<file path="src/rtl/nibble_serial_pkg.sv">
// Shared definitions for the nibble-serial add/subtract sequencer:
// FSM state encoding, slice width and the index-width helper.
package nibble_serial_pkg;

  localparam int NIBBLE_W = 4;

  typedef enum logic [1:0] {
    ST_IDLE = 2'd0,
    ST_RUN  = 2'd1,
    ST_DONE = 2'd2
  } state_e;

  // Width of a counter addressing 'nibbles' positions; never below 1 bit.
  function automatic int idx_width(input int nibbles);
    return (nibbles > 1) ? $clog2(nibbles) : 1;
  endfunction

endpackage

</file>
<file path="src/rtl/adder_4bit.sv">
// Single 4-bit add/subtract slice: s = a + (b ^ {4{sm}}) + c_in.
// The caller seeds c_in with sm on the first nibble to form two's complement.
module adder_4bit
  import nibble_serial_pkg::*;
(
  input  logic [NIBBLE_W-1:0] a,
  input  logic [NIBBLE_W-1:0] b,
  input  logic                c_in,
  input  logic                sm,
  output logic [NIBBLE_W-1:0] s,
  output logic                c_out
);

  logic [NIBBLE_W-1:0] w_b_eff;

  assign w_b_eff      = b ^ {NIBBLE_W{sm}};
  assign {c_out, s}   = {1'b0, a} + {1'b0, w_b_eff} + {{NIBBLE_W{1'b0}}, c_in};

endmodule

</file>
<file path="src/rtl/nibble_serial_addsub.sv">
// Multi-word add/subtract sequencer time-sharing one 4-bit slice, LSB nibble first.
// Optional signed-overflow flag is built only when NIBBLE_SERIAL_OVF_EN is defined.
module nibble_serial_addsub
  import nibble_serial_pkg::*;
#(
  parameter int NIBBLES = 4
) (
  input  logic                        clk,
  input  logic                        rst_n,
  input  logic                        start,
  input  logic                        sub,
  input  logic [NIBBLE_W*NIBBLES-1:0] op_a,
  input  logic [NIBBLE_W*NIBBLES-1:0] op_b,
  output logic                        busy,
  output logic                        done,
  output logic [NIBBLE_W*NIBBLES-1:0] result,
  output logic                        carry_out,
  output logic                        overflow
);

  localparam int W     = NIBBLE_W * NIBBLES;
  localparam int IDX_W = idx_width(NIBBLES);
  localparam logic [IDX_W-1:0] LAST_IDX = IDX_W'(NIBBLES - 1);

  state_e r_state, w_next_state;

  logic [W-1:0]        r_a, r_b, r_acc, r_result;
  logic                r_sub, r_carry, r_carry_out;
  logic [IDX_W-1:0]    r_idx;

  logic [NIBBLE_W-1:0] w_a_nib, w_b_nib, w_sum;
  logic                w_c;
  logic                w_last;
  logic                w_accept;
  logic [W-1:0]        w_acc_next;

  assign w_accept = (r_state == ST_IDLE) && start;
  assign w_last   = (r_idx == LAST_IDX);
  assign w_a_nib  = r_a[r_idx*NIBBLE_W +: NIBBLE_W];
  assign w_b_nib  = r_b[r_idx*NIBBLE_W +: NIBBLE_W];

  adder_4bit u_slice (
    .a     (w_a_nib),
    .b     (w_b_nib),
    .c_in  (r_carry),
    .sm    (r_sub),
    .s     (w_sum),
    .c_out (w_c)
  );

  // Partial result with the current nibble merged into its slot.
  always_comb begin
    // NOTE: every always_comb output gets a default first so no latch is inferred.
    w_acc_next = r_acc;
    w_acc_next[r_idx*NIBBLE_W +: NIBBLE_W] = w_sum;
  end

  // State register
  always_ff @(posedge clk or negedge rst_n) begin
    // NOTE: sequential state uses non-blocking assignments so all flops update together.
    if (!rst_n) r_state <= ST_IDLE;
    else        r_state <= w_next_state;
  end

  // Next-state logic
  always_comb begin
    w_next_state = r_state;
    unique case (r_state)
      ST_IDLE: if (start)  w_next_state = ST_RUN;
      ST_RUN:  if (w_last) w_next_state = ST_DONE;
      ST_DONE:             w_next_state = ST_IDLE;
      default:             w_next_state = ST_IDLE;
    endcase
  end

  // Output logic
  always_comb begin
    busy = (r_state == ST_RUN);
    done = (r_state == ST_DONE);
  end

  // Datapath: capture on acceptance, one nibble per RUN cycle, publish on the last one.
  always_ff @(posedge clk or negedge rst_n) begin
    if (!rst_n) begin
      r_a         <= '0;
      r_b         <= '0;
      r_sub       <= 1'b0;
      r_carry     <= 1'b0;
      r_idx       <= '0;
      r_acc       <= '0;
      r_result    <= '0;
      r_carry_out <= 1'b0;
    end else if (w_accept) begin
      r_a         <= op_a;
      r_b         <= op_b;
      r_sub       <= sub;
      r_carry     <= sub;
      r_idx       <= '0;
      r_acc       <= '0;
      r_result    <= '0;
      r_carry_out <= 1'b0;
    end else if (r_state == ST_RUN) begin
      r_acc   <= w_acc_next;
      r_carry <= w_c;
      if (w_last) begin
        r_idx       <= '0;
        r_result    <= w_acc_next;
        r_carry_out <= w_c;
      end else begin
        r_idx <= r_idx + IDX_W'(1);
      end
    end
  end

  assign result    = r_result;
  assign carry_out = r_carry_out;

`ifdef NIBBLE_SERIAL_OVF_EN
  logic r_overflow;

  // Same-sign operands (after B inversion) producing an opposite-sign sum.
  always_ff @(posedge clk or negedge rst_n) begin
    if (!rst_n) begin
      r_overflow <= 1'b0;
    end else if (w_accept) begin
      r_overflow <= 1'b0;
    end else if ((r_state == ST_RUN) && w_last) begin
      r_overflow <= (r_a[W-1] ~^ (r_b[W-1] ^ r_sub)) & (w_sum[NIBBLE_W-1] ^ r_a[W-1]);
    end
  end

  assign overflow = r_overflow;
`else
  assign overflow = 1'b0;
`endif

endmodule

</file>
<file path="config.mk">
export PLATFORM = sky130hd
export DESIGN_NAME = nibble_serial_addsub
export DESIGN_NICKNAME = d
export VERILOG_FILES = /design/src/rtl/nibble_serial_pkg.sv /design/src/rtl/adder_4bit.sv /design/src/rtl/nibble_serial_addsub.sv
export SDC_FILE = /design/constraint.sdc
export NUM_CORES = 1
export LEC_CHECK = 0
export CELL_PAD_IN_SITES_DETAIL_PLACEMENT = 1
export CELL_PAD_IN_SITES_GLOBAL_PLACEMENT = 1
export CORE_MARGIN = 1
export CORE_UTILIZATION = 43
export CTS_CLUSTER_SIZE = 24
export DETAILED_ROUTE_END_ITERATION = 7
export PLACE_DENSITY_LB_ADDON = 0.1
export SYNTH_ARGS = -nofsm -noshare
export SYNTH_HDL_FRONTEND = slang
export SYNTH_SLANG_ARGS = --single-unit
</file>
<file path="constraint.sdc">
create_clock -name clk -period 3.6 [get_ports clk]
set_clock_uncertainty 0.05 [all_clocks]
set_input_delay 0.72 -clock clk [delete_from_list [all_inputs] [get_ports clk]]
set_output_delay 0.72 -clock clk [all_outputs]
set_load 0.03 [all_outputs]
</file>
==> flow_metrics.tcl, run 1 <==
set metrics [dict create \
    postCtsResizedCells 0 \
    synthesis.nets 315 \
    cts_hold_buffers 0 \
    end_kind "flop" \
    vias 2362 \
    finalWeightedCongestion 0.808 \
    syn_area_per_cell_sq_um 12.8 \
    dp_cells 414 \
    tightestPinTransition_ns 0.666 \
    ys_seq_elements 71 \
    cp_slowest_cell "mux4_2" \
    ios 56 \
    die_h_microns 91.2 \
    hold_class "in2async" \
    worst_setup_path_start_kind "flop" \
    maxSlewViolCount 0 \
    numCtsBuffers 9 \
    synth_cell_types 45 \
    layout-drive-gt1-share_pct 21.6 \
    hold_viol 0 \
    drtPass1Iterations 4 \
    clock_latency_ns 0.35 \
    ff2ff_setup_slack_ns 0.67 \
    cts_tree "yes" \
    r2r-start "r_idx[0]" \
    grt_max_degree 36 \
    initial_utilization_pct 44.3 \
    grt_overflow_total 0 \
    first_iter_violations 99 \
    finalSetupViolations 0 \
    viasPerCell 5.49 \
    ir_drop_uv 511 \
    critPathKind "reg2reg" \
    cts_setup_buffers 0 \
    syn_to_final_growth_pct 25.2 \
    max_stage_delay_ns 0.52 \
    clkTransAtPathRegs_ns 0.08 \
    yosys_warnings 0 \
    row_count 32 \
    die_width_microns 91.2 \
    synthesis.area_sq_um 3420 \
    leakage_nw 1.81 \
    grt_util_all_layers_pct 21.1 \
    crit_arrival_ns 3.12 \
    cp_top_family "adder cells" \
    cellPowerDensity_nw_per_um2 1070 \
    die_area_sq_um 8320 \
    wl_microns 7950 \
    avgRoutedWirePerCell_microns 18.5 \
    whs_ns 0.137 \
    wl_met2_microns 4150 \
    cts_max_level 3 \
    path_depth 9 \
    timing.rr.end "r_acc[6]" \
    core_sq_um 7730 \
    final_util_pct 55.5 \
    critical_path_buf_inv_count 3 \
    setup_tns_ns 0 \
    clockBufferDepth 2 \
    seq_area_frac_synth_pct 51.9 \
    required_ns 3.79 \
    drc_errors 0 \
    status "completed" \
    final_nets 370 \
    rsz0062_at_grt "no" \
    routed.top_layer "met4" \
    r2r_cells 9 \
    grt_antenna_before_repair 0 \
    met1_length_microns 3450 \
    hpwlAfterDp_microns 5750 \
    io_buffers 54 \
    final_cell_area_sq_um 4290 \
    cts-root-buf "clkbuf_8" \
    final_common_cell "dfrtp_1" \
    min_period_ns 2.93 \
    routed-wl-met3_microns 226 \
    cp_max_fo 15 \
    final_antenna_net_count 0 \
    syn_inst 268 \
    dpl-instance-area_sq_um 4030 \
    maxCapViolCount 0 \
    fmax_mhz 342 \
    nFillCells 782 \
    grt_pass1_vias 2582 \
    antenna_cells 0 \
    post-route-period-util_pct 81.3 \
    layout_common_cells "71 x dfrtp_1, 53 x clkdlybuf4s50_1, 33 x mux2_2" \
    slew_headroom_pct 55.3 \
    grt_pass1_wl_microns 13400 \
    fin_cells 430 \
    clock_sinks 71 \
    crit_chain "buf_4 -> mux4_2 -> inv_1 -> fa_1 -> inv_1 -> fa_1 -> xnor2_1 -> nor2_1 -> a22o_1" \
]
==> sequential cells by signal, indices dropped and copies added, names as in the netlist <==
register,cells
r_state,2
r_sub,1
carry_out,1
r_carry,1
result,16
r_idx,2
r_b,16
r_a,16
r_acc,16
==> where the power goes <==
group	leakage, nW	internal, mW	switching [mW]
clock network	0.130	0.499	0.314
logic	0.770	1.00	1.44
registers	0.906	1.11	0.207
==> synth_stat cells, drive strengths merged <==
master / instances / area (sq um)
nand3: 10 / 50.1
o22a: 1 / 8.76
nor3: 2 / 15.0
xor2: 3 / 26.3
clkbuf: 3 / 11.3
mux2: 33 / 372
o31ai: 2 / 20.0
a21oi: 1 / 5.00
a32oi: 4 / 35.0
o2bb2ai: 8 / 70.1
nor2: 6 / 25.0
conb: 1 / 3.75
a32o: 4 / 40.0
buf: 12 / 82.6
o21bai: 1 / 7.51
xnor2: 2 / 17.5
o22ai: 1 / 6.26
a221oi: 1 / 8.76
and3: 2 / 12.5
o21ai: 15 / 75.1
fa: 2 / 40.0
nor2b: 2 / 12.5
or4: 1 / 7.51
a22oi: 4 / 30.0
o21a: 2 / 15.0
nand2b: 3 / 33.8
inv: 11 / 41.3
a21o: 6 / 45.0
ha: 9 / 113
nand2: 20 / 75.1
dfrtp: 71 / 1780
nor4: 1 / 21.3
or3: 1 / 6.26
a22o: 15 / 131
mux4: 8 / 184
==> logic make-up after synthesis <==
logic type	count (synthesis)	synth area share, %
muxes	41	16.2
AOI/OAI and AO/OA	65	14.5
buffers and inverters	26	3.95
xor gates and xnor gates	5	1.28
adders and majority gates	11	4.46
other	1	0.110
and+or+nand+nor	48	7.56
DFF	71	51.9
==> worst max-delay path by stage <==
stage / start / end
after floorplan: r_idx[0] / r_acc[10]
after global placement: r_idx[0] / r_acc[10]
after detailed placement: r_idx[0] / result[7]
after CTS: r_idx[0] / result[7]
after global routing: r_idx[0] / r_acc[6]
final: r_idx[0] / r_acc[6]
==> metal layers <==
layer  up-vias  global-route usage, %
met2        47                   36.7
met3        11                   3.60
met4         0                   8.07
met1      1207                   26.1
met5         -                      0
li1       1097                      -
==> stage by stage <==
stage,power [mW],setup WS (ns)
after floorplan,3.07,0.751
final,4.57,0.672
after CTS,4.62,0.661
after global placement,3.69,0.778
after global routing,4.88,0.441
after detailed placement,3.79,0.673
==> final cells by class <==
type | instances | area, sq um | area share (%)
clock inverter | 5 | 104 | 2.42
sequential | 71 | 1780 | 41.4
inverter | 11 | 41.3 | 0.963
multi-input combinational | 171 | 1510 | 35.3
tap | 102 | 128 | 2.98
clock buffer | 11 | 151 | 3.53
timing repair buffer | 59 | 573 | 13.4
==> worst reg2reg max path, stage by stage, from the launching register on <==
cell	delay (ns)
dfrtp_1	0.38
buf_4	0.27
mux4_2	0.53
inv_1	0.08
fa_1	0.18
inv_1	0.06
fa_1	0.41
xnor2_1	0.46
nor2_1	0.15
a22o_1	0.26
(Power assumes the default switching activity.)
==> run 2, diff against run 1 <==
==> constraint.sdc (replaced) <==
create_clock -name clk -period 2.95 [get_ports clk]
set_clock_uncertainty 0.05 [all_clocks]
set_input_delay 0.59 -clock clk [delete_from_list [all_inputs] [get_ports clk]]
set_output_delay 0.59 -clock clk [all_outputs]
set_load 0.03 [all_outputs]
==> flow_metrics.tcl, run 2 (synthesized netlist as in run 1, its figures left out) <==
set metrics [dict create \
    met2_usage_pct 35.7 \
    dp_cells 418 \
    leakage_nw 1.81 \
    drtPass1Iterations 4 \
    vias 2360 \
    syn_to_final_growth_pct 25.5 \
    die_h_microns 91.2 \
    cp_max_fo 7 \
    cts_tree "yes" \
    required_ns 3.11 \
    cts-root-buf "clkbuf_8" \
    worst_setup_path_start_kind "flop" \
    maxCapViolCount 0 \
    critPathCapture "r_carry" \
    fin_ws_ns 0.212 \
    whs_ns 0.134 \
    timing.rr.end "r_carry" \
    critPathLaunch "r_idx[0]" \
    clockBufferDepth 2 \
    hpwlAfterDp_microns 5760 \
    initial_utilization_pct 44.3 \
    r2r-start "r_idx[0]" \
    setup_tns_ns 0 \
    first_iter_violations 61 \
    final_common_cell "dfrtp_1" \
    ir_drop_uv 558 \
    grt_antenna_before_repair 0 \
    maxSlewViolCount 0 \
    fmax_mhz 365 \
    ff2ff_setup_slack_ns 0.21 \
    ios 56 \
    clock_latency_ns 0.34 \
    io_buffers 54 \
    die_width_microns 91.2 \
    rsz0062_at_grt "no" \
    antenna_cells 0 \
    layout-drive-gt1-share_pct 22.4 \
    viasPerCell 5.45 \
    clock_sinks 71 \
    numCtsBuffers 9 \
    core_sq_um 7730 \
    grt_pass1_vias 2526 \
    layout_common_cells "71 x dfrtp_1, 53 x clkdlybuf4s50_1, 33 x mux2_2" \
    post-route-period-util_pct 92.8 \
    finalWeightedCongestion 0.767 \
    grt_pass1_wl_microns 13300 \
    crit_arrival_ns 2.90 \
    r2r_cells 9 \
    grt_overflow_total 0 \
    grtUsageMet1_pct 26.8 \
    grt_util_all_layers_pct 20.9 \
    cts_max_level 3 \
    nFillCells 790 \
    use_met3_pct 4.52 \
    dpl_worst_slack_ns 0.162 \
    busiest_layer "met2" \
    tightestPinTransition_ns 0.593 \
    final_util_pct 55.6 \
    finalSetupViolations 0 \
    row_count 32 \
    grt_max_degree 35 \
    critPathKind "reg2reg" \
    final_nets 374 \
    hold_class "in2async" \
    status "completed" \
    clkTransAtPathRegs_ns 0.08 \
    drc_errors 0 \
    min_period_ns 2.74 \
    die_area_sq_um 8320 \
    slew_headroom_pct 60.5 \
    fin_cells 433 \
    avgRoutedWirePerCell_microns 18.2 \
    end_kind "flop" \
    hold_viol 0 \
    final_antenna_net_count 0 \
    cellPowerDensity_nw_per_um2 1320 \
    wl_microns 7880 \
]
==> run 2: cell type report <==
cell class / count / area, sq um / share of cell area, %
inverter: 11 / 41.3 / 0.960
tap: 102 / 128 / 2.97
clock buffer: 9 / 124 / 2.88
sequential: 71 / 1780 / 41.3
clock inverter: 6 / 86.3 / 2.01
multi-input combinational: 171 / 1530 / 35.5
timing repair buffer: 63 / 616 / 14.3
==> run 2: how the worst min path moves through the flow <==
stage | from | cells past startpoint | slack, ns | end
2_1_floorplan | rst_n | 0 | 0.24 | carry_out
3_3_place_gp | result[13] | 2 | 0.42 | result[13]
3_5_place_dp | result[5] | 2 | 0.42 | result[5]
4_1_cts | rst_n | 1 | 0.13 | result[0]
5_1_grt | rst_n | 1 | 0.15 | result[8]
6_report | rst_n | 1 | 0.13 | r_acc[2]
==> run 2: power breakdown <==
group | switching [mW] | total [mW] | internal [mW]
Clock | 0.373 | 0.843 | 0.470
Combinational | 1.85 | 3.22 | 1.37
Sequential | 0.252 | 1.61 | 1.36
Total | 2.47 | 5.67 | 3.19
==> run 2: per-layer routing <==
metal | vias to the layer above | share of wire, %
met1 | 1203 | 45
met2 | 45 | 51
li1 | 1104 | -
met5 | - | 0
met3 | 8 | 2.8
met4 | 0 | 0.93
==> run 2: metrics by stage <==
| stage | cell area, sq um | power (mW) |
|---|---|---|
| finish | 4300 | 5.67 |
| global route | 4300 | 6.06 |
| CTS | 4280 | 5.63 |
| detailed placement | 4070 | 4.76 |
| global placement | 4070 | 4.64 |
| floorplan | 3420 | 3.75 |
==> run 2: worst max-delay path: stages, from the launching register on <==
cell and delay (ns):
dfrtp_1 0.40, buf_4 0.21, mux4_2 0.51, inv_1 0.11
fa_1 0.21, inv_1 0.06, fa_1 0.39, a21o_1 0.19
a21oi_1 0.33, a221oi_1 0.13
==> run 2: what timing repair did <==
action	4_1_cts	5_1_grt
setup buffers	0	0
hold buffers	0	0
endpoints found under the setup margin	0	8
gates resized for setup	0	2
